<file path="src/rtl/syndrome_calc_if.sv">
// Input bit stream and syndrome output stream of the BCH syndrome calculator.
// Build macro SYN_ZERO_FLAG_EN adds the syn_zero (error-free frame) flag.
// Both streams use valid/ready handshakes; the slave modport is the calculator side.
interface syndrome_calc_if;
    logic        in_valid;
    logic        in_bit;
    logic        in_last;
    logic        in_ready;
    logic        syn_valid;
    logic        syn_ready;
    logic [12:0] syn_data;
    logic [4:0]  syn_idx;
    logic        syn_last;
    logic        frame_err;
`ifdef SYN_ZERO_FLAG_EN
    logic        syn_zero;
`endif

    modport master (
        output in_valid, in_bit, in_last, syn_ready,
        input  in_ready, syn_valid, syn_data, syn_idx, syn_last, frame_err
`ifdef SYN_ZERO_FLAG_EN
        , input syn_zero
`endif
    );

    modport slave (
        input  in_valid, in_bit, in_last, syn_ready,
        output in_ready, syn_valid, syn_data, syn_idx, syn_last, frame_err
`ifdef SYN_ZERO_FLAG_EN
        , output syn_zero
`endif
    );
endinterface

</file>
<file path="src/rtl/syndrome_calc.sv">
// BCH syndrome calculator: Horner accumulation of 2T syndromes over GF(2^13), then serial emission.
// Latency: one bit per cycle in ACC; S_1 valid the cycle after the in_last transfer. Macro SYN_ZERO_FLAG_EN adds syn_zero.
// Backpressure: in_ready low during OUT; each syndrome held until syn_valid&&syn_ready.
module syndrome_calc #(
    parameter int N = 8191,
    parameter int T = 4
) (
    input  logic           clk,
    input  logic           rst_n,
    syndrome_calc_if.slave bus
);
    localparam int NS = 2 * T;
    localparam int CW = $clog2(N + 1);
    localparam int IW = $clog2(NS + 1);

    typedef enum logic {ST_ACC, ST_OUT} state_t;

    // Multiply by alpha^p: p repeated shifts reduced by x^13+x^4+x^3+x+1 (p is a constant per lane).
    function automatic logic [12:0] gf_mul_apow(input logic [12:0] a, input int p);
        logic [12:0] r;
        r = a;
        for (int k = 0; k < p; k++) begin
            r = {r[11:0], 1'b0} ^ (r[12] ? 13'h001B : 13'h0000);
        end
        return r;
    endfunction

    state_t        r_state;
    state_t        w_state_nxt;
    logic [12:0]   r_syn [1:NS];
    logic [12:0]   w_syn_nxt [1:NS];
    logic [CW-1:0] r_cnt;
    logic          r_err;
    logic [IW-1:0] r_idx;
    logic [12:0]   w_sel;
    logic          w_in_ready;
    logic          w_syn_valid;
    logic          w_xfer;
    logic          w_cnt_full;
    logic          w_ignore;
    logic          w_hs;
    logic          w_done;
    logic [CW:0]   w_cnt_incl;

    assign w_xfer     = bus.in_valid && w_in_ready;
    assign w_cnt_full = (r_cnt == CW'(N));
    // Bits beyond N without in_last cannot belong to a valid codeword: drop them, flag the frame.
    assign w_ignore   = w_xfer && w_cnt_full && !bus.in_last;
    assign w_hs       = w_syn_valid && bus.syn_ready;
    assign w_done     = w_hs && (r_idx == IW'(NS));
    assign w_cnt_incl = {1'b0, r_cnt} + {{CW{1'b0}}, 1'b1};

    // One Horner step per lane: S_j * alpha^j + r_i.
    for (genvar j = 1; j <= NS; j++) begin : g_lane
        assign w_syn_nxt[j] = gf_mul_apow(r_syn[j], j) ^ {12'b0, bus.in_bit};
    end

    // State register.
    always_ff @(posedge clk or negedge rst_n) begin
        if (!rst_n) r_state <= ST_ACC;
        else        r_state <= w_state_nxt;
    end

    // Next state and handshake outputs.
    always_comb begin
        w_state_nxt = r_state;
        w_in_ready  = 1'b0;
        w_syn_valid = 1'b0;
        case (r_state)
            ST_ACC: begin
                w_in_ready = 1'b1;
                if (bus.in_valid && bus.in_last) w_state_nxt = ST_OUT;
            end
            ST_OUT: begin
                w_syn_valid = 1'b1;
                if (w_done) w_state_nxt = ST_ACC;
            end
            default: w_state_nxt = ST_ACC;
        endcase
    end

    // Select the syndrome addressed by the output index.
    always_comb begin
        w_sel = 13'h0000;
        for (int j = 1; j <= NS; j++) begin
            if (r_idx == IW'(j)) w_sel = r_syn[j];
        end
    end

`ifdef SYN_ZERO_FLAG_EN
    logic r_zero;
    logic w_nxt_nonzero;

    // Any nonzero syndrome after the final Horner step means the frame holds errors.
    always_comb begin
        w_nxt_nonzero = 1'b0;
        for (int j = 1; j <= NS; j++) begin
            w_nxt_nonzero = w_nxt_nonzero | (|w_syn_nxt[j]);
        end
    end

    // Latch the zero flag at frame end; clear it when the last syndrome leaves.
    always_ff @(posedge clk or negedge rst_n) begin
        if (!rst_n)                      r_zero <= 1'b0;
        else if (w_xfer && bus.in_last)  r_zero <= !w_nxt_nonzero;
        else if (w_done)                 r_zero <= 1'b0;
    end

    assign bus.syn_zero = w_syn_valid && r_zero;
`endif

    // Accumulate syndromes/length in ACC; step the output index in OUT and clear for the next frame.
    always_ff @(posedge clk or negedge rst_n) begin
        if (!rst_n) begin
            for (int j = 1; j <= NS; j++) r_syn[j] <= 13'h0000;
            r_cnt <= '0;
            r_err <= 1'b0;
            r_idx <= '0;
        end else if (w_xfer) begin
            if (w_ignore) begin
                r_err <= 1'b1;
            end else begin
                for (int j = 1; j <= NS; j++) r_syn[j] <= w_syn_nxt[j];
                if (!w_cnt_full) r_cnt <= r_cnt + {{(CW-1){1'b0}}, 1'b1};
            end
            if (bus.in_last) begin
                r_err <= r_err || (w_cnt_incl != (CW+1)'(N));
                r_idx <= IW'(1);
            end
        end else if (w_hs) begin
            if (w_done) begin
                for (int j = 1; j <= NS; j++) r_syn[j] <= 13'h0000;
                r_cnt <= '0;
                r_err <= 1'b0;
                r_idx <= '0;
            end else begin
                r_idx <= r_idx + {{(IW-1){1'b0}}, 1'b1};
            end
        end
    end

    assign bus.in_ready  = w_in_ready;
    assign bus.syn_valid = w_syn_valid;
    assign bus.syn_data  = w_syn_valid ? w_sel : 13'h0000;
    assign bus.syn_idx   = 5'(r_idx);
    assign bus.syn_last  = w_syn_valid && (r_idx == IW'(NS));
    assign bus.frame_err = w_syn_valid && r_err;
endmodule

</file>
<file path="src/flat_wrapper.sv">
// flat-port wrapper written by rule: the top's interface ports become plain ports
module syndrome_calc_flat 
#(
    parameter int N = 8191,
    parameter int T = 4
)
  (clk, rst_n, bus_in_valid, bus_in_bit, bus_in_last, bus_syn_ready, bus_in_ready, bus_syn_valid, bus_syn_data, bus_syn_idx, bus_syn_last, bus_frame_err);
  syndrome_calc_if bus_i ();
  input  logic clk;
  input  logic rst_n;
  input wire logic [$bits(bus_i.in_valid)-1:0] bus_in_valid;
  input wire logic [$bits(bus_i.in_bit)-1:0] bus_in_bit;
  input wire logic [$bits(bus_i.in_last)-1:0] bus_in_last;
  input wire logic [$bits(bus_i.syn_ready)-1:0] bus_syn_ready;
  output wire logic [$bits(bus_i.in_ready)-1:0] bus_in_ready;
  output wire logic [$bits(bus_i.syn_valid)-1:0] bus_syn_valid;
  output wire logic [$bits(bus_i.syn_data)-1:0] bus_syn_data;
  output wire logic [$bits(bus_i.syn_idx)-1:0] bus_syn_idx;
  output wire logic [$bits(bus_i.syn_last)-1:0] bus_syn_last;
  output wire logic [$bits(bus_i.frame_err)-1:0] bus_frame_err;
  assign bus_i.in_valid = bus_in_valid;
  assign bus_i.in_bit = bus_in_bit;
  assign bus_i.in_last = bus_in_last;
  assign bus_i.syn_ready = bus_syn_ready;
  assign bus_in_ready = bus_i.in_ready;
  assign bus_syn_valid = bus_i.syn_valid;
  assign bus_syn_data = bus_i.syn_data;
  assign bus_syn_idx = bus_i.syn_idx;
  assign bus_syn_last = bus_i.syn_last;
  assign bus_frame_err = bus_i.frame_err;
  syndrome_calc #(.N(N), .T(T)) u_core (.clk(clk), .rst_n(rst_n), .bus(bus_i));
endmodule
</file>
<file path="config.mk">
export PLATFORM = sky130hd
export DESIGN_NAME = syndrome_calc_flat
export DESIGN_NICKNAME = d
export VERILOG_FILES = /design/src/rtl/syndrome_calc_if.sv /design/src/rtl/syndrome_calc.sv /design/src/flat_wrapper.sv
export SDC_FILE = /design/constraint.sdc
export NUM_CORES = 1
export LEC_CHECK = 0
export CAP_MARGIN = 30
export CORE_UTILIZATION = 47
export CTS_BUF_LIST = sky130_fd_sc_hd__clkbuf_16
export CTS_CLUSTER_DIAMETER = 150
export CTS_CLUSTER_SIZE = 28
export DETAILED_ROUTE_END_ITERATION = 10
export GPL_TIMING_DRIVEN = 0
export PLACE_DENSITY = 0.68
export SLEW_MARGIN = 5
export SYNTH_ARGS = -nofsm -noshare
export SYNTH_HDL_FRONTEND = slang
export SYNTH_SLANG_ARGS = --single-unit
</file>
<file path="constraint.sdc">
create_clock -name clk -period 2.3 [get_ports clk]
set_input_delay 0.69 -clock clk [delete_from_list [all_inputs] [get_ports clk]]
set_output_delay 0.69 -clock clk [all_outputs]
set_load 0.005 [all_outputs]
</file>
Yosys cells after proc, flatten, opt, wreduce, memory -nomap -nowiden
Cells that the tools add are included.

operators by class
  mux-type cells = 68
  add/subtract/negate cells = 3
  bitwise logic cells = 45
  eq/ne operators = 14
  reductions and logical operators = 16

operators by type and width
  cell                   number
  $xor 13x13->13         36
  $mux 104               4
  $mux 13                14
  $mux 5                 36
  $xor 13x1->13          8
  $eq 4x3->1 const B     4
  $mux 4                 4
  $add 13x1->14 const B  1
  $ne 14x13->1 const B   1
  $add 13x1->13 const B  1
  $eq 13x13->1 const B   1
  $mux 1                 9
  $eq 4x2->1 const B     2
  $logic_and 1x1->1      8
  $ne 2x2->1 const B     3
  $reduce_and 3->1       2
  $add 4x1->4 const B    1
  $eq 4x1->1 const B     1
  $eq 4x4->1 const B     1
  $reduce_and 4->1       1
  $reduce_bool 2->1      2
  $ne 3x3->1 const B     1
  $pmux 1 s2             1
  $reduce_and 2->1       1
  3 further kinds        3

word-level totals
  register bits after elaboration = 123
  word-level logic and storage cells = 158
  output and inout port bits = 22

Longest topological paths before layout
  depth in word-level cells = 19
  gate-level depth with buffers = 9
  gate-level depth less buffers = 7

Least setup slack after synthesis
Ideal clock, no wire load.

  kind = reg-to-output
  start = register u_core.r_idx[0]
  end = output port bus_syn_data[8]
  stages on the path, launching flop included = 9
  setup slack = -0.249 ns
  data arrival time = 1.859 ns
  required time = 1.610 ns
  buffers on the path = 1
  cells stage by stage = dfrtp_1 inv_1 ha_1 clkbuf_1 a21oi_1 a211o_1 a221oi_1 o32ai_1 a21oi_1

on the way
  cells in the longest elaborated chain, start to end = 10
  elaborated cells between the ends (all ways) = 17
  those cells by class = eq/ne: 8; mux: 9

ends and longest elaborated chain
  item                    RTL line              text
  start, declared         syndrome_calc.sv:34   logic [IW-1:0] r_idx;
  start signal, assigned  syndrome_calc.sv:137  r_idx <= r_idx + {{(IW-1){1'b0}}, 1'b1};
  $eq 4x1->1              syndrome_calc.sv:86   if (r_idx == IW'(j)) w_sel = r_syn[j];
  $mux 13 (7 in a row)    syndrome_calc.sv:86
  $mux 13 *               syndrome_calc.sv:86
  $mux 13 *               syndrome_calc.sv:144  assign bus.syn_data = w_syn_valid ? w_sel : 13'h0000;
  end, declared           flat_wrapper.sv:17    output wire logic [$bits(bus_i.syn_data)-1:0] bus_syn_data;

Every way passes the cells marked *; elsewhere a longest branch is shown, timed or not.

Worst setup path in the final report
  start = register u_core.r_idx[0]
  end = output port bus_syn_data[11]

The elaborated chain is that of the path after synthesis.

==> metrics.json <==
{
  "run_status": {
    "outcome": "finished, violations left",
    "violations_in_the_final_reports": "negative setup slack"
  },
  "timing": {
    "period_needed_ns": 3.09,
    "layout_setup_ws_ns": -0.789,
    "final_min_period_over_clock_period_pct": 134,
    "report.final.slew_viol_count": 0,
    "setup_viol": 13,
    "setup_repair_after_global_routing_missed_its_margin": "yes",
    "fin_tns_setup_ns": -8.88,
    "report.final.hold_viol_count": 0,
    "fin_skew_ns": 0.00675,
    "slew_headroom_pct": 54.1,
    "tightestPinTransition_ns": 0.683,
    "max_freq_mhz": 324
  },
  "die": {
    "die_x_um": 127,
    "die-height_um": 127,
    "die-area_um2": 16000,
    "initial_core_util_pct": 48.0,
    "ios": 28,
    "rows": 45,
    "floorplan.core_area_um2": 15200
  },
  "power": {
    "pwr-share-comb_pct": 45.3,
    "p_seq_share_pct": 26.2,
    "vdd_ir_drop_max_mv": 0.712,
    "cell_pwr_density_nw_per_um2": 1010,
    "p_switching_mw": 3.68,
    "post-layout-total-power_mw": 9.69,
    "power.clock.fraction_pct": 28.5,
    "cell_internal_pwr_mw": 6.01,
    "standby_leakage_power_nw": 3.97,
    "switching_share_pct": 38.0
  },
  "clock_network": {
    "cts-htree-levels": 4,
    "cts.reportedPaths.clkPinSlew_ns": 0.06,
    "clock_insertion_delay_worst_skew_ns": 0.43,
    "cts-buffers-inserted": 17,
    "clock_tree.root_cell": "clkbuf_16",
    "cts_max_path_buffers": 2,
    "numClockSinks": 123,
    "tritoncts": "yes"
  },
  "route": {
    "antenna_left": 0,
    "drc": 0,
    "drt-vias-per-instance": 6.30,
    "drt_pre_antenna_iters": 6,
    "drt_wl_total_mm": 25.3,
    "drt-wirelength-per-cell_um": 22.3,
    "num_vias": 7152,
    "drt_iter0_markers": 836
  },
  "yosys": {
    "async_reset_ff_share_pct": 100,
    "synthesis.instances": 841,
    "yosysSeqAreaShare_pct": 42.2,
    "synth_largest_area_cell": "dfrtp_1",
    "syn-mean-instance-area_um2": 8.68,
    "postSynthRegisterBits": 123,
    "synth_top_cells_by_area": "dfrtp_1 42%, nand3_1 8.5%, xnor2_1 7.3%, o31ai_1 6.1%, nand2_1 6.0%",
    "synth_top_area_share_pct": 42.2,
    "synth_enable_flop_cells": 0,
    "ys_warn_count": 0,
    "synthesis.nets": 853,
    "yosys.cell_types.count": 53,
    "ys.flop_type": "dfrtp_1",
    "synth.cell_area_um2": 7300
  },
  "global_route": {
    "number_of_global_route_vias_before_repair": 6872,
    "grt_util_all_layers_pct": 32.3,
    "antenna_found_initial": 0,
    "grt_max_degree": 88,
    "grt_first_pass_wirelength_mm": 38.8,
    "globalRouteOverflowTotal": 0
  },
  "critical_path": {
    "cp.required_ns": 1.61,
    "cp_data_arrival_time_ns": 2.40,
    "critical_path.endpoint_type": "primary output",
    "worst-path-max-fanout": 5,
    "criticalPathCategory": "register to primary output",
    "worst_setup_path_start_kind": "register"
  },
  "job": {
    "number_of_maximum_capacitance_constraint_violations": 0
  },
  "placement": {
    "gp_congestion": 0.972,
    "post_dp_cell_area_um2": 7870,
    "post-dp-hpwl_mm": 16.7,
    "dpl.cell_count": 1055,
    "buffer_ports.inserted": 25,
    "dpl_worst_slack_ns": -1.01
  },
  "cells_and_area": {
    "ff_latch_area_um2": 3090,
    "multiInputGateArea_um2": 4280,
    "layout.cell_area.non_filler_um2": 9580,
    "filler_cell_count": 1241,
    "area_growth_syn_to_layout_pct": 31.2,
    "final_cell_mix": "123 x nand3_1, 117 x dfrtp_1, 101 x nand2_1",
    "layout-drive-gt1-share_pct": 25.7,
    "finish.net_count": 946,
    "final_common_cell": "nand3_1",
    "final-instance-count-excl-fill": 1135,
    "diodes": 0
  },
  "worst_hold_path": {
    "worstHoldPathType": "input pin to asynchronous set/reset pin"
  }
}
-- what timing repair did --
| item | 4_1_cts | 5_1_grt |
|---|---|---|
| gates cloned | 4 | 0 |
| pin swaps | 47 | 40 |
| setup endpoints to repair | 124 | 121 |
| gates resized for setup | 220 | 55 |
| setup buffers | 34 | 10 |
| hold buffers | 0 | 0 |
-- power by group through the flow --
| stage | sequential, mW | combinational, mW | clock, mW |
|---|---|---|---|
| 6_report | 2.54 | 4.39 | 2.76 |
| 4_1_cts | 2.50 | 3.94 | 2.78 |
| 3_3_place_gp | 2.54 | 2.72 | 0 |
| 5_1_grt | 2.55 | 4.62 | 2.87 |
| 2_1_floorplan | 2.46 | 1.74 | 0 |
| 3_5_place_dp | 2.54 | 2.73 | 0 |
-- metal layers --
metal / GRT usage (%) / share of wire (%) / vias to the layer above / routed length, um
li1: - / - / 3177 / -
met2: 48.3 / 44 / 392 / 11200
met4: 18.5 / 5.1 / 0 / 1300
met1: 42.8 / 42 / 3490 / 10600
met5: 0 / 0 / - / 0
met3: 8.10 / 9.1 / 93 / 2310
-- stage by stage --
stage	utilization (%)	hold WS (ns)
finish	63.0	0.154
global route	63.0	0.176
CTS	61.6	0.167
detailed placement	51.8	0.484
global placement	51.6	0.468
floorplan	-	0.394
-- sequential cells by signal (all words and copies together), names as in the netlist --
| register | cells |
|---|---|
| u_core.r_syn | 104 |
| u_core.r_state | 1 |
| u_core.r_err | 1 |
| u_core.r_cnt | 13 |
| u_core.r_idx | 4 |
-- Yosys cell counts (2+ instances only) --
master and n:
mux2i_1 4, a221oi_1 2, a22oi_1 10, a21oi_1 16, nand4_1 12, buf_2 5
inv_1 8, buf_4 15, nand2_1 116, or2_2 2, o31ai_1 59, o21ai_0 79
a21o_1 3, o22ai_1 2, a32o_1 2, xnor2_1 61, nand3_1 124, a22o_1 11
nor2_1 13, clkbuf_1 62, a211oi_1 2, a31oi_1 2, o21ai_1 2, nand2b_1 3
nor3_1 4, xor2_1 33, nand3b_1 3, and2_1 4, o221ai_1 10, dfrtp_1 123
ha_1 6, buf_1 7, and3_1 13, nor2b_1 4
-- worst paths after layout --
| path | from | end | cells after the start | slack [ns] |
|---|---|---|---|---|
| min in group clk | u_core.r_cnt[12] | u_core.r_cnt[12] | 1 | 0.49 |
| max in group asynchronous | rst_n | u_core.r_idx[1] | 2 | 1.38 |
| min | rst_n | u_core.r_syn[99] | 1 | 0.15 |
| max reg2reg | u_core.r_idx[1] | u_core.r_syn[71] | 8 | 0.11 |
| max | u_core.r_idx[0] | bus_syn_data[11] | 10 | -0.79 |
| min reg2reg | u_core.r_cnt[12] | u_core.r_cnt[12] | 1 | 0.49 |
-- cells by family after synthesis --
logic type / count (synthesis) / share of synthesized area (%)
fa+ha+maj: 6 / 1.03
mux: 5 / 0.703
simple gates: 305 / 20.0
flops: 123 / 42.2
xor+xnor: 94 / 11.3
buf+inv: 97 / 5.84
other cells: 1 / 0.0514
compound gates: 210 / 18.9
-- cell type report --
class	instances	area share, %
multi-input cells	621	44.7
flip-flops and latches	123	32.2
repair buffers	75	7.37
plain buffers	88	6.45
clock buffers	17	4.44
well taps	188	2.46
clock inverters	15	1.84
inverters	8	0.483
-- critical path, cell delays in order, from the launching register on --
cell and delay, ns:
dfrtp_2 0.46, inv_4 0.10, ha_4 0.16, buf_8 0.12
buf_6 0.11, nand2_2 0.05, a21oi_2 0.14, a21oi_1 0.07
o31ai_1 0.34, o31a_1 0.27, buf_2 0.14
No activity file was read; power rests on OpenSTA's default activity.
==> variant 1 (same flow settings) <==
Put a register stage on the output `bus.frame_err`. The value now appears one clock later.
--- a/src/rtl/syndrome_calc.sv
+++ b/src/rtl/syndrome_calc.sv
@@ -144,6 +144,8 @@
     assign bus.syn_data  = w_syn_valid ? w_sel : 13'h0000;
     assign bus.syn_idx   = 5'(r_idx);
     assign bus.syn_last  = w_syn_valid && (r_idx == IW'(NS));
-    assign bus.frame_err = w_syn_valid && r_err;
+    always_ff @(posedge clk) begin
+        bus.frame_err <= w_syn_valid && r_err;
+    end
 endmodule
 
Formal check against the unedited RTL: not equivalent (Yosys sat finds a counterexample within 4 cycles, from zero or initial values and one cycle with rst_n low).
==> variant 1 against the unedited design <==
Cell area is 1.7% lower. Power is 3.6% lower. Setup slack better by 48 ps. Non-clock buffer count is 4 lower. Largest cell class unchanged. Area after synthesis is 0.27% higher. Final cell count is 0.26% lower. The run still ends with setup timing left. Synthesized cell count is 0.12% higher. Critical endpoint is now bus_syn_data[8]. Utilization is 1.0 points lower. Register-to-register slack worse by 40 ps. Routed wire length is 2.3% lower. Sequential cell count is 1 higher.
==> variant 1: results <==
set metrics [dict create \
    grt_pass1_wl_um 38200 \
    pre_cts_ws_ps -969 \
    numPlacedInstances 1056 \
    clkSlewWorstSetupHoldPaths_ps 50 \
    root_buffer "clkbuf_16" \
    rr_endpoint "u_core.r_syn[65]$_DFFE_PN0P_" \
    cp_data_arrival_time_ps 2350 \
    async_reset_ff_share_pct 99.2 \
    fin_skew_ps 11.0 \
    gp_congestion 0.978 \
    drt-total-wl_um 24800 \
    place_hpwl_um 16600 \
    r2r_start "u_core.r_idx[0]$_DFFE_PN0P_" \
    num_antenna_cells 0 \
    cts_buffers 17 \
    clk_latency_ps 430 \
    yosysWarningCount 0 \
    port_buffers 25 \
    vias 7075 \
    fillers 1273 \
    grt_usage_pct 31.8 \
    rr_worst_depth 11 \
    grt_max_degree 74 \
    power.leakage_nw 3.91 \
    setup_viol 14 \
    cts-htree-levels 4 \
    grt_pass1_vias 6722 \
    wl_per_cell_um 21.9 \
    syn_inst 842 \
    layout-drive-gt1-share_pct 25.1 \
    antenna_found_initial 0 \
    largestRegisters "u_core.r_syn: 104 flops, u_core.r_cnt: 13 flops, u_core.r_idx: 4 flops" \
    r2r_slack_ps 70 \
    synth.yosys.seq_area_share_pct 42.3 \
    run_status "finished, violations left" \
    vdd_drop_max_mv 0.659 \
    nets 943 \
    maxSlewHeadroom_pct 40.5 \
    finalWorstSetupSlack_ps -741 \
    ys_types 54 \
    syn_nets 854 \
    placed_area_um2 7890 \
    violations "setup timing" \
    drtIter0Drc 804 \
    crit_fanout 5 \
    critPathTopFamily "compound AO/OA/AOI/OAI gates" \
    synth_area_leaders "dfrtp_1, nand3_1, xnor2_1" \
]
[variant 1: cell types whose count changed after synthesis, sizes merged]
cell and change:
dfxtp +1
[variant 1: per-layer routing]
layer  routed length (um)  vias to the layer above  GRT usage, %  share of wire (%)
met3                 2270                       69          8.65                9.2
met4                  945                        0          13.6                3.8
met5                    0                        -             0                  0
met2                11200                      365          48.6                 45
met1                10300                     3464          42.6                 42
li1                     -                     3177             -                  -
[variant 1: worst max-delay path by stage]
stage	from	end	slack (ps)	cells past startpoint
floorplan	u_core.r_idx[0]$_DFFE_PN0P_	bus_syn_data[8]	6	8
detailed placement	u_core.r_idx[1]$_DFFE_PN0P_	bus_syn_data[9]	-970	10
finish	u_core.r_idx[0]$_DFFE_PN0P_	bus_syn_data[8]	-740	9
CTS	u_core.r_idx[1]$_DFFE_PN0P_	bus_syn_data[8]	-770	9
global route	u_core.r_idx[0]$_DFFE_PN0P_	bus_syn_data[8]	-800	9
global placement	rst_n	u_core.r_idx[1]$_DFFE_PN0P_	-4970	1
[variant 1: stage by stage]
| stage | power (mW) | hold slack, ps | TNS [ps] | util [%] |
|---|---|---|---|---|
| final | 9.34 | 211 | -8750 | 61.9 |
| after CTS | 8.83 | 233 | -9040 | 60.3 |
| after detailed placement | 5.28 | 479 | -55590 | 51.9 |
| after global placement | 5.28 | 467 | -606310 | 51.7 |
| after floorplan | 4.23 | 394 | 0 | - |
| after global routing | 9.73 | 245 | -9610 | 61.9 |
[variant 1: where the power goes]
| group | internal, mW | switching (mW) | total [mW] |
|---|---|---|---|
| Clock | 1.66 | 0.976 | 2.64 |
| Sequential | 2.33 | 0.246 | 2.57 |
| Combinational | 1.87 | 2.26 | 4.13 |
[variant 1: what timing repair did]
action / CTS / global route
buffers inserted: 30 / 12
pin swaps: 56 / 51
hold endpoints to repair: 0 / 0
cloned: 5 / 0
setup endpoints to repair: 121 / 125
resized for setup: 182 / 83
[variant 1: cell type report]
class	instances	share of cell area, %
multi-input cells	621	44.8
flip-flops and latches	124	33.0
repair buffers	72	6.95
plain buffers	87	6.35
clock buffers	17	4.52
well taps	188	2.50
clock inverters	15	1.51
inverters	8	0.425
[variant 1: logic make-up (layout without fill, tap and decap cells)]
family / Yosys count / count (layout) / synth area share, %
xor+xnor: 94 / 94 / 11.2
simple gates: 305 / 305 / 19.9
compound gates: 210 / 210 / 18.9
mux: 5 / 5 / 0.701
other cells: 1 / 1 / 0.0512
fa+ha+maj: 6 / 6 / 1.03
flops: 124 / 124 / 42.3
buf+inv: 97 / 199 / 5.83
==> variant 2 (same settings) <==
Made on the original files. `T` is set to 4 in 2 places; all go to 2.
--- a/src/rtl/syndrome_calc.sv
+++ b/src/rtl/syndrome_calc.sv
@@ -3,7 +3,7 @@
 // Backpressure: in_ready low during OUT; each syndrome held until syn_valid&&syn_ready.
 module syndrome_calc #(
     parameter int N = 8191,
-    parameter int T = 4
+    parameter int T = 2
 ) (
     input  logic           clk,
     input  logic           rst_n,
--- a/src/flat_wrapper.sv
+++ b/src/flat_wrapper.sv
@@ -2,7 +2,7 @@
 module syndrome_calc_flat 
 #(
     parameter int N = 8191,
-    parameter int T = 4
+    parameter int T = 2
 )
   (clk, rst_n, bus_in_valid, bus_in_bit, bus_in_last, bus_syn_ready, bus_in_ready, bus_syn_valid, bus_syn_data, bus_syn_idx, bus_syn_last, bus_frame_err);
   syndrome_calc_if bus_i ();
Check against the original RTL: not equivalent (a bounded check fails within 10 cycles, from zero or initial values and one cycle with rst_n low).
==> variant 2 against the unedited design <==
The run still ends with setup timing left. Setup slack better by 460 ps. Global-route usage is 5.2 points lower. Critical endpoint is now bus_syn_data[10]. Clock skew is 2.1 ps higher. Power is 48% lower. Cell area is 47% lower. Hold slack better by 110 ps. Largest power group unchanged. Routed wire length is 56% lower. Sequential cell count is 53 lower. Area after synthesis is 47% lower. Via count is 48% lower. Sequential share of layout area is 2.3 points higher. Clock power is 50% lower. Combinational power is 52% lower. Maximum frequency is 17% higher.
==> variant 2: results <==
set metrics [dict create \
    finalWorstSetupSlack_ps -331 \
    multi_input_area_share_pct 44.0 \
    run_status "finished, violations left" \
    met2_length_um 5270 \
    hold_ws_ps 262 \
    place_hpwl_um 7200 \
    grt_pass1_wl_um 17900 \
    crit_path_start "u_core.r_idx[1]$_DFFE_PN0P_" \
    nets 524 \
    synth_xor_xnor_area_share_pct 6.95 \
    gp_congestion 0.834 \
    muxShareOfSynthArea_pct 0 \
    r2r_start "u_core.r_cnt[1]$_DFFE_PN0P_" \
    port_buffers 24 \
    wl_met3_um 631 \
    cp-endpoint "bus_syn_data[10]" \
    cp_data_arrival_time_ps 1940 \
    final_cells 618 \
    regArea_um2 1760 \
    synth.yosys.seq_area_share_pct 44.9 \
    layout-drive-gt1-share_pct 23.8 \
    syn_inst 461 \
    buf_share_pct 12.5 \
    vdd_drop_max_mv 0.437 \
    use_met3_pct 3.98 \
    wl_met1_um 5150 \
    comb_power_share_pct 42.2 \
    drtIter0Drc 363 \
    cpPeakStageDelay_ps 480 \
    dr.pass1.iters 5 \
    largestRegisters "u_core.r_syn: 52 flops, u_core.r_cnt: 13 flops, u_core.r_idx: 3 flops" \
    violations "setup timing" \
    grt_use_met2_pct 42.9 \
    grt_pass1_vias 3402 \
    clk_share_pct 5.72 \
    syn_area_um2 3900 \
    power.leakage_nw 2.12 \
    r2r_slack_ps 140 \
    synth_compound_area_share_pct 22.6 \
    ys_types 40 \
    grt_usage_pct 27.2 \
    setup_viol 14 \
    numPlacedInstances 589 \
    synth_common_cells "nand2_1, dfrtp_1, o21ai_0" \
    rr_worst_depth 9 \
    pg_seq_mw 1.53 \
    rr_endpoint "u_core.r_syn[39]$_DFFE_PN0P_" \
    fin_skew_ps 8.82 \
]
[variant 2: cell types whose count changed in the layout (fill, tap and decap cells not counted), moves of 14 or more]
cell      unedited run  this run
nand3_1            123        10
dfrtp_1            117        65
xnor2_1             61        19
o31ai_1             59        21
buf_4               43        15
buf_6               25         1
xor2_1              33        12
o21ai_0             65        45
clkbuf_1            31        16
clkbuf_2            17         3
nor2_1               9        23
[variant 2: through the flow]
stage / setup WS, ps / util [%] / setup TNS, ps
floorplan: 9.29 / - / 0
global placement: -1940 / 54.3 / -158290
detailed placement: -811 / 54.6 / -24510
CTS: -314 / 63.0 / -3640
global route: -387 / 64.6 / -4710
finish: -331 / 64.6 / -3970
[variant 2: what timing repair did]
action,4_1_cts,5_1_grt
setup endpoints to repair,18,70
buffers inserted,9,3
gates cloned,2,0
gates resized for setup,141,32
pin swaps,15,7
